<file path="src/rtl/tank_renderer_if.sv">
// Tank shadow-register update bus.
// The master drives one tank's position, heading and visibility per valid cycle.
interface tank_renderer_if #(
    parameter int COORD_W = 10,
    parameter int TRIG_W  = 8
);
    logic                      upd_valid;
    logic [2:0]                upd_idx;
    logic                      upd_en;
    logic [COORD_W-1:0]        upd_x;
    logic [COORD_W-1:0]        upd_y;
    logic signed [TRIG_W-1:0]  upd_sin;
    logic signed [TRIG_W-1:0]  upd_cos;

    modport master (
        output upd_valid, upd_idx, upd_en, upd_x, upd_y, upd_sin, upd_cos
    );

    modport slave (
        input  upd_valid, upd_idx, upd_en, upd_x, upd_y, upd_sin, upd_cos
    );
endinterface

</file>
<file path="src/rtl/tank_renderer.sv">
// Pipelined tank sprite compositor between the VGA timing generator and the DAC.
// Each tank is a rotated rectangle; tank state is double-buffered and swapped on
// frame_start. Fixed 3-cycle latency from DrawX/DrawY/blank to RGB/tank_hit.
// Optional feature macro: TANK_BARREL_EN (draws a half-brightness barrel).
module tank_renderer #(
    parameter int NUM_TANKS  = 2,
    parameter int COORD_W    = 10,
    parameter int TRIG_W     = 8,
    parameter int HALF_L     = 12,
    parameter int HALF_W     = 8,
    parameter int BARREL_LEN = 8,
    parameter logic [24*NUM_TANKS-1:0] TANK_COLORS = 48'hFFBB00_FF0000,
    parameter logic [23:0] BG_COLOR = 24'h555555
) (
    input  logic                 Clk,
    input  logic                 Reset,
    input  logic                 frame_start,
    tank_renderer_if.slave       upd,
    input  logic [COORD_W-1:0]   DrawX,
    input  logic [COORD_W-1:0]   DrawY,
    input  logic                 blank,
    output logic [7:0]           Red,
    output logic [7:0]           Green,
    output logic [7:0]           Blue,
    output logic [NUM_TANKS-1:0] tank_hit
);
    localparam int DW = COORD_W + 1;          // signed pixel offset
    localparam int PW = COORD_W + TRIG_W + 1; // full-precision product
    localparam int SW = PW + 1;               // sum of two products

    localparam logic signed [SW-1:0] LIM_L  = SW'(HALF_L);
    localparam logic signed [SW-1:0] LIM_LN = SW'(-HALF_L);
    localparam logic signed [SW-1:0] LIM_W  = SW'(HALF_W);
    localparam logic signed [SW-1:0] LIM_WN = SW'(-HALF_W);
`ifdef TANK_BARREL_EN
    localparam logic signed [SW-1:0] LIM_B  = SW'(HALF_L + BARREL_LEN);
    localparam logic signed [SW-1:0] ONE_P  = SW'(1);
    localparam logic signed [SW-1:0] ONE_N  = SW'(-1);
`endif

    // Shadow and active tank banks
    logic                     sh_en  [NUM_TANKS];
    logic [COORD_W-1:0]       sh_x   [NUM_TANKS];
    logic [COORD_W-1:0]       sh_y   [NUM_TANKS];
    logic signed [TRIG_W-1:0] sh_sin [NUM_TANKS];
    logic signed [TRIG_W-1:0] sh_cos [NUM_TANKS];
    logic                     act_en [NUM_TANKS];
    logic [COORD_W-1:0]       act_x  [NUM_TANKS];
    logic [COORD_W-1:0]       act_y  [NUM_TANKS];
    logic signed [TRIG_W-1:0] act_sin[NUM_TANKS];
    logic signed [TRIG_W-1:0] act_cos[NUM_TANKS];

    // Pipeline stage registers
    logic                     blank1, blank2;
    logic signed [DW-1:0]     dx1 [NUM_TANKS];
    logic signed [DW-1:0]     dy1 [NUM_TANKS];
    logic signed [TRIG_W-1:0] sin1[NUM_TANKS];
    logic signed [TRIG_W-1:0] cos1[NUM_TANKS];
    logic                     en1 [NUM_TANKS];
    logic signed [PW-1:0]     p_xc[NUM_TANKS];
    logic signed [PW-1:0]     p_ys[NUM_TANKS];
    logic signed [PW-1:0]     p_yc[NUM_TANKS];
    logic signed [PW-1:0]     p_xs[NUM_TANKS];
    logic                     en2 [NUM_TANKS];

    // Stage-3 combinational results
    logic signed [SW-1:0]     u_sum, v_sum, u_q, v_q;
    logic                     body_hit;
`ifdef TANK_BARREL_EN
    logic                     barrel_hit;
`endif
    logic [23:0]              cur_col;
    logic [23:0]              col_s3;
    logic [NUM_TANKS-1:0]     hit_s3;
    logic                     found;

    // Bank maintenance: shadow writes, frame-start swap with same-cycle forwarding
    always_ff @(posedge Clk or posedge Reset) begin
        if (Reset) begin
            for (int unsigned i = 0; i < NUM_TANKS; i++) begin
                sh_en[i]   <= 1'b0;
                sh_x[i]    <= '0;
                sh_y[i]    <= '0;
                sh_sin[i]  <= '0;
                sh_cos[i]  <= TRIG_W'(64);
                act_en[i]  <= 1'b0;
                act_x[i]   <= '0;
                act_y[i]   <= '0;
                act_sin[i] <= '0;
                act_cos[i] <= TRIG_W'(64);
            end
        end else begin
            for (int unsigned i = 0; i < NUM_TANKS; i++) begin
                if (upd.upd_valid && 32'(upd.upd_idx) == i) begin
                    sh_en[i]  <= upd.upd_en;
                    sh_x[i]   <= upd.upd_x;
                    sh_y[i]   <= upd.upd_y;
                    sh_sin[i] <= upd.upd_sin;
                    sh_cos[i] <= upd.upd_cos;
                end
                if (frame_start) begin
                    // A coincident update bypasses the shadow so it lands this frame
                    if (upd.upd_valid && 32'(upd.upd_idx) == i) begin
                        act_en[i]  <= upd.upd_en;
                        act_x[i]   <= upd.upd_x;
                        act_y[i]   <= upd.upd_y;
                        act_sin[i] <= upd.upd_sin;
                        act_cos[i] <= upd.upd_cos;
                    end else begin
                        act_en[i]  <= sh_en[i];
                        act_x[i]   <= sh_x[i];
                        act_y[i]   <= sh_y[i];
                        act_sin[i] <= sh_sin[i];
                        act_cos[i] <= sh_cos[i];
                    end
                end
            end
        end
    end

    // S1: pixel offset from each tank centre; tank state travels with the pixel
    always_ff @(posedge Clk or posedge Reset) begin
        if (Reset) begin
            blank1 <= 1'b0;
            for (int unsigned i = 0; i < NUM_TANKS; i++) begin
                dx1[i]  <= '0;
                dy1[i]  <= '0;
                sin1[i] <= '0;
                cos1[i] <= '0;
                en1[i]  <= 1'b0;
            end
        end else begin
            blank1 <= blank;
            for (int unsigned i = 0; i < NUM_TANKS; i++) begin
                dx1[i]  <= $signed({1'b0, DrawX}) - $signed({1'b0, act_x[i]});
                dy1[i]  <= $signed({1'b0, DrawY}) - $signed({1'b0, act_y[i]});
                sin1[i] <= act_sin[i];
                cos1[i] <= act_cos[i];
                en1[i]  <= act_en[i];
            end
        end
    end

    // S2: full-precision rotation products
    always_ff @(posedge Clk or posedge Reset) begin
        if (Reset) begin
            blank2 <= 1'b0;
            for (int unsigned i = 0; i < NUM_TANKS; i++) begin
                p_xc[i] <= '0;
                p_ys[i] <= '0;
                p_yc[i] <= '0;
                p_xs[i] <= '0;
                en2[i]  <= 1'b0;
            end
        end else begin
            blank2 <= blank1;
            for (int unsigned i = 0; i < NUM_TANKS; i++) begin
                p_xc[i] <= dx1[i] * cos1[i];
                p_ys[i] <= dy1[i] * sin1[i];
                p_yc[i] <= dy1[i] * cos1[i];
                p_xs[i] <= dx1[i] * sin1[i];
                en2[i]  <= en1[i];
            end
        end
    end

    // S3 combinational: body-frame coordinates, coverage and priority colour
    always_comb begin
        col_s3   = BG_COLOR;
        hit_s3   = '0;
        found    = 1'b0;
        u_sum    = '0;
        v_sum    = '0;
        u_q      = '0;
        v_q      = '0;
        body_hit = 1'b0;
        cur_col  = '0;
`ifdef TANK_BARREL_EN
        barrel_hit = 1'b0;
`endif
        for (int unsigned i = 0; i < NUM_TANKS; i++) begin
            u_sum    = p_xc[i] + p_ys[i];
            v_sum    = p_yc[i] - p_xs[i];
            u_q      = u_sum >>> 6;
            v_q      = v_sum >>> 6;
            body_hit = en2[i] && (u_q >= LIM_LN) && (u_q <= LIM_L)
                              && (v_q >= LIM_WN) && (v_q <= LIM_W);
            cur_col   = TANK_COLORS[24*i +: 24];
            hit_s3[i] = body_hit;
`ifdef TANK_BARREL_EN
            barrel_hit = en2[i] && (u_q > LIM_L) && (u_q <= LIM_B)
                                && (v_q >= ONE_N) && (v_q <= ONE_P);
            if (barrel_hit) begin
                hit_s3[i] = 1'b1;
                cur_col   = {1'b0, cur_col[23:17], 1'b0, cur_col[15:9], 1'b0, cur_col[7:1]};
            end
`endif
            if (!found && hit_s3[i]) begin
                found  = 1'b1;
                col_s3 = cur_col;
            end
        end
    end

    // S3: registered outputs, forced to zero outside active video
    always_ff @(posedge Clk or posedge Reset) begin
        if (Reset) begin
            Red      <= '0;
            Green    <= '0;
            Blue     <= '0;
            tank_hit <= '0;
        end else if (blank2) begin
            {Red, Green, Blue} <= col_s3;
            tank_hit           <= hit_s3;
        end else begin
            Red      <= '0;
            Green    <= '0;
            Blue     <= '0;
            tank_hit <= '0;
        end
    end
endmodule
</file>
<file path="src/flat_wrapper.sv">
// flat-port wrapper written by rule: the top's interface ports become plain ports
module tank_renderer_flat 
#(
    parameter int NUM_TANKS  = 2,
    parameter int COORD_W    = 10,
    parameter int TRIG_W     = 8,
    parameter int HALF_L     = 12,
    parameter int HALF_W     = 8,
    parameter int BARREL_LEN = 8,
    parameter logic [24*NUM_TANKS-1:0] TANK_COLORS = 48'hFFBB00_FF0000,
    parameter logic [23:0] BG_COLOR = 24'h555555
)
  (Clk, Reset, frame_start, DrawX, DrawY, blank, Red, Green, Blue, tank_hit, upd_upd_valid, upd_upd_idx, upd_upd_en, upd_upd_x, upd_upd_y, upd_upd_sin, upd_upd_cos);
  tank_renderer_if #(.COORD_W(COORD_W), .TRIG_W(TRIG_W)) upd_i ();
  input  logic Clk;
  input  logic Reset;
  input  logic frame_start;
  input  logic [COORD_W-1:0] DrawX;
  input  logic [COORD_W-1:0] DrawY;
  input  logic blank;
  output logic [7:0] Red;
  output logic [7:0] Green;
  output logic [7:0] Blue;
  output logic [NUM_TANKS-1:0] tank_hit;
  input wire logic [$bits(upd_i.upd_valid)-1:0] upd_upd_valid;
  input wire logic [$bits(upd_i.upd_idx)-1:0] upd_upd_idx;
  input wire logic [$bits(upd_i.upd_en)-1:0] upd_upd_en;
  input wire logic [$bits(upd_i.upd_x)-1:0] upd_upd_x;
  input wire logic [$bits(upd_i.upd_y)-1:0] upd_upd_y;
  input wire logic [$bits(upd_i.upd_sin)-1:0] upd_upd_sin;
  input wire logic [$bits(upd_i.upd_cos)-1:0] upd_upd_cos;
  assign upd_i.upd_valid = upd_upd_valid;
  assign upd_i.upd_idx = upd_upd_idx;
  assign upd_i.upd_en = upd_upd_en;
  assign upd_i.upd_x = upd_upd_x;
  assign upd_i.upd_y = upd_upd_y;
  assign upd_i.upd_sin = upd_upd_sin;
  assign upd_i.upd_cos = upd_upd_cos;
  tank_renderer #(.NUM_TANKS(NUM_TANKS), .COORD_W(COORD_W), .TRIG_W(TRIG_W), .HALF_L(HALF_L), .HALF_W(HALF_W), .BARREL_LEN(BARREL_LEN), .TANK_COLORS(TANK_COLORS), .BG_COLOR(BG_COLOR)) u_core (.Clk(Clk), .Reset(Reset), .frame_start(frame_start), .upd(upd_i), .DrawX(DrawX), .DrawY(DrawY), .blank(blank), .Red(Red), .Green(Green), .Blue(Blue), .tank_hit(tank_hit));
endmodule
</file>
<file path="config.mk">
export PLATFORM = sky130hd
export DESIGN_NAME = tank_renderer_flat
export DESIGN_NICKNAME = d
export VERILOG_FILES = /design/src/rtl/tank_renderer_if.sv /design/src/rtl/tank_renderer.sv /design/src/flat_wrapper.sv
export SDC_FILE = /design/constraint.sdc
export NUM_CORES = 2
export LEC_CHECK = 0
export CAP_MARGIN = 20
export CORE_MARGIN = 10
export CORE_UTILIZATION = 35
export DETAILED_ROUTE_END_ITERATION = 10
export DONT_BUFFER_PORTS = 1
export SLEW_MARGIN = 30
export SYNTH_ARGS = -nofsm -noshare
export SYNTH_HDL_FRONTEND = slang
export SYNTH_SLANG_ARGS = --single-unit
export TNS_END_PERCENT = 20
</file>
<file path="constraint.sdc">
create_clock -name Clk -period 21.2 [get_ports Clk]
set_clock_uncertainty 0.2 [all_clocks]
set_input_delay 3.18 -clock Clk [delete_from_list [all_inputs] [get_ports Clk]]
set_output_delay 3.18 -clock Clk [all_outputs]
set_load 0.02 [all_outputs]
</file>
After elaboration in Yosys (flattened, before gate mapping)
Index checks and enable logic that the tools add are counted.
{"block": "word_totals", "register_bits": 408, "elab_cells": 101, "output_inout_bits": 26, "in_bits": 65}
{"block": "op_classes", "n_eq_ne": 1, "reduce_logical": 13, "add_sub_neg": 8, "mul": 8, "muxes": 17, "n_lt_le_gt_ge": 8}
{"operator": "$mul 11x8->19", "n": 8}
{"operator": "$le 14x5->1 const B", "n": 4}
{"operator": "$mux 8", "n": 7}
{"operator": "$mux 24", "n": 2}
{"operator": "$sub 10x10->11", "n": 4}
{"operator": "$add 19x19->20", "n": 2}
{"operator": "$mux 10", "n": 4}
{"operator": "$sub 19x19->20", "n": 2}
{"operator": "$ge 14x4->1 const B", "n": 2}
{"operator": "$ge 14x5->1 const B", "n": 2}
{"operator": "$logic_and 1x1->1", "n": 11}
{"operator": "$eq 3x1->1 const B", "n": 1}
{"operator": "$logic_not 3->1", "n": 1}
{"operator": "$mux 1", "n": 3}
{"operator": "$mux 2", "n": 1}
{"operator": "$logic_not 1->1", "n": 1}

Depth between registers and ports, before layout
{"block": "logic_depth", "depth_word": 11, "mapped_depth": 20, "mapped_depth_nobuf": 19}

Worst setup path after synthesis
Ideal clock, no wire load.
{"block": "synth_timing", "path_kind": "in2reg", "from": "input DrawX[1]", "to": "register u_core.dx1[20] (netlist bit)", "t_arrival_ns": 5.158, "cell_stages": 10, "t_required_ns": 20.931, "path_slack_ns": 15.773, "setup_ns": 0.069, "path_buffers": 0, "cell_sequence": "ha_1 > nor2b_1 > o21ai_0 > a21boi_0 > o21ai_0 > a21boi_0 > o21ai_0 > a21boi_0 > or4b_2 > nand3_1"}
{"block": "synth_via", "elab_chain_cells": 1}
{"element": "start, declared", "line_no": "flat_wrapper.sv:18", "text": "input logic [COORD_W-1:0] DrawX;"}
{"element": "$sub 10x10->11", "line_no": "tank_renderer.sv:135", "text": "dx1[i] <= $signed({1'b0, DrawX}) - $signed({1'b0, act_x[i]});"}
{"element": "end signal, assigned by index", "line_no": "tank_renderer.sv:135"}
{"element": "end, declared", "line_no": "tank_renderer.sv:55", "text": "logic signed [DW-1:0] dx1 [NUM_TANKS];"}
Every way passes these cells.
A chain may end at the register's enable or synchronous reset.

Final worst setup path
{"block": "layout_timing", "from": "register u_core.cos1[15] (netlist bit)", "to": "register u_core.p_xc[36] (netlist bit)"}
{"block": "layout_via", "elab_chain_cells": 1}
{"element": "start, declared", "line_no": "tank_renderer.sv:58", "text": "logic signed [TRIG_W-1:0] cos1[NUM_TANKS];"}
{"element": "start signal, assigned by index", "line_no": "tank_renderer.sv:138", "text": "cos1[i] <= act_cos[i];"}
{"element": "$mul 11x8->19", "line_no": "tank_renderer.sv:158", "text": "p_xc[i] <= dx1[i] * cos1[i];"}
{"element": "end signal, assigned by index", "line_no": "tank_renderer.sv:158"}
{"element": "end, declared", "line_no": "tank_renderer.sv:60", "text": "logic signed [PW-1:0] p_xc[NUM_TANKS];"}
Every way passes these cells.

==> results.toml <==
[synth]
async_flop_share_pct = 100
synth.yosys.warnings = 0
synth_area_sq_mm = 0.0434
avgSynthCellArea_sq_um = 9.60
synth-seq-cells = 389
synth_top_cell_by_area = "fa_1"
synth_cell_types = 88
synth_edf_count = 0
syn_inst = 4517
yosysSeqAreaShare_pct = 22.5
ys.flop_type = "dfrtp_1"
synth_area_leaders = "fa_1, dfrtp_1, ha_1"
synthTopCellsByCount = "inv_1, fa_1, and2_1"
yosysMostFrequentCell = "inv_1"
yosysTopAreaCellShare_pct = 27.1

[global_routing]
grt_max_degree = 111
gr-max-usage-layer = "met2"
antenna_found_initial = 6
grt_pass1_vias = 31300
grt_util_met2_pct = 25.9
grtUsageMet3_pct = 2.19
grt_use_met1_pct = 20.4
grt_pass1_wl_um = 170000
grt_remaining_overflow = 0
track_usage_pct = 15.2

[placed_design]
finalWeightedCongestion = 0.859
place_area_sq_mm = 0.0449
dpl.hpwl_um = 79500
place.port_buffers = 0

[die]
rows = 129
dieArea_sq_mm = 0.138
die_x_um = 372
io_pins = 91
initial_core_util_pct = 35.1
die-height_um = 372
core_area_sq_mm = 0.123

[clock_tree]
postCtsSetupRepairBufs = 0
cts_root_buf = "clkbuf_16"
clockBufferDepth = 3
htreeDepth = 2
cts_tree = "yes"
holdBufCountCts = 0
cts_sinks = 389
cts_resized = 0
path_clk_slew_ns = 0.06
cts_buffers = 44
clk_latency_ns = 0.61

[detailed_routing]
routedWlPerCell_um = 16.8
drc = 0
routed_wl_um = 102000
drtAntennaViolNets = 0
drt_pass1_iterations = 5
vias_per_cell = 4.84
initialDrtViolationCount = 1505
vias = 29500

[min_path]
min_path_type = "reg2reg"
hold_depth = 0

[layout]
regArea_sq_mm = 0.00974
fillCellCount = 12400
multi_input_area_sq_mm = 0.0294
drive_gt1_share_pct = 5.53
fin_area_sq_mm = 0.0465
nets = 5464
area_growth_pct = 7.12

[setup_path]
cp.arrival_ns = 6.35
cp.depth = 15
cp_cell_sequence = "clkinv_1 -> fa_1 -> fa_1 -> inv_1 -> fa_1 -> fa_1 -> ha_1 -> inv_1 -> o21ai_0 -> a21o_1 -> a21oi_1 -> o21ai_0 -> o41ai_1 -> or4b_2 -> o211ai_1"
worstSetupEndpointType = "flop"
cp-start-kind = "flop"
critPathMaxStageDelay_ns = 0.70
crit_top_cell = "fa_1"
reg2reg_depth = 15
crit_required_ns = 21.53
slowest_stage = "fa_1"
path_delay_family = "adder cells"
worst-path-buf-inv = 3
crit_path_max_fanout = 19
path_class = "reg2reg"

[sta]
post-route-period-util_pct = 28.4
setup_viol = 0
drv_slew = 0
hold_violations = 0
finalCriticalPeriod_ns = 6.02
max_freq_ghz = 0.166
tns_ns = 0
tightest_slew_ns = 0.971
max_slew_margin_pct = 35.3
rsz0062_at_grt = "no"

[flow_run]
drv_cap = 0

[outcome]
status = "finished clean"
-- cell usage in the layout, fill, tap and decap left out, types with 90 or more instances in the layout --
master	n
dfrtp_1	384
fa_1	588
o21ai_0	149
mux2_2	115
inv_1	953
nor2_1	207
and2_1	494
ha_1	392
nand2_1	281
xnor2_1	121
a21oi_1	90
-- metrics by stage --
stage | std cells | setup slack, ns | util, % | hold slack (ns)
2_1_floorplan | 4520 | 7.01 | - | 0.131
3_3_place_gp | 6010 | 15.38 | 36.3 | 0.134
3_5_place_dp | 6010 | 15.31 | 36.4 | 0.136
4_1_cts | 6089 | 15.26 | 37.6 | 0.152
5_1_grt | 6089 | 14.73 | 37.6 | 0.170
6_report | 6090 | 15.18 | 37.6 | 0.148
-- cell type report --
| cell class | instances | area share [%] |
|---|---|---|
| Antenna cell | 1 | 0.00539 |
| Clock inverter | 24 | 0.784 |
| Tap cell | 1637 | 4.41 |
| Sequential cell | 389 | 21.0 |
| Clock buffer | 55 | 2.59 |
| Timing Repair Buffer | 14 | 0.250 |
| Inverter | 955 | 7.73 |
| Multi-Input combinational cell | 3015 | 63.3 |
-- kinds of logic after synthesis --
logic type,Yosys count,synth area share [%]
buffers and inverters,1116,9.85
AO/OA/AOI/OAI,470,7.30
other,1,0.00865
multiplexers,122,3.15
adder cells (fa/ha/maj),980,38.4
AND/OR/NAND/NOR,1276,15.5
flip-flops,389,22.5
XOR/XNOR,163,3.29
-- routing by layer --
layer | vias up | wire (um) | part of all wire (%)
met5 | - | 51 | 0.050
met2 | 466 | 48700 | 48
met1 | 15100 | 46700 | 46
met3 | 112 | 4440 | 4.3
li1 | 13800 | - | -
met4 | 8 | 2120 | 2.1
-- sequential cells by signal (all words and copies together) (netlist names), 20 cells and up --
register,count
u_core.p_ys,38
u_core.sh_x,20
u_core.sh_y,20
u_core.act_y,20
u_core.act_x,20
u_core.dx1,22
u_core.p_xs,38
u_core.dy1,22
u_core.p_yc,38
u_core.p_xc,38
-- final timing paths --
kind | start | end | slack, ns
max in group asynchronous | Reset | u_core.Green[6] | 16.45
setup reg to reg | u_core.cos1[15] | u_core.p_xc[36] | 15.18
hold / removal | u_core.blank1 | u_core.blank2 | 0.15
hold reg to reg | u_core.blank1 | u_core.blank2 | 0.15
min in group asynchronous | Reset | u_core.sh_y[17] | 2.37
setup / recovery | u_core.cos1[15] | u_core.p_xc[36] | 15.18
Power is not shown: default switching activity piles up to over one toggle a cycle in this logic, so the estimate is an artifact.
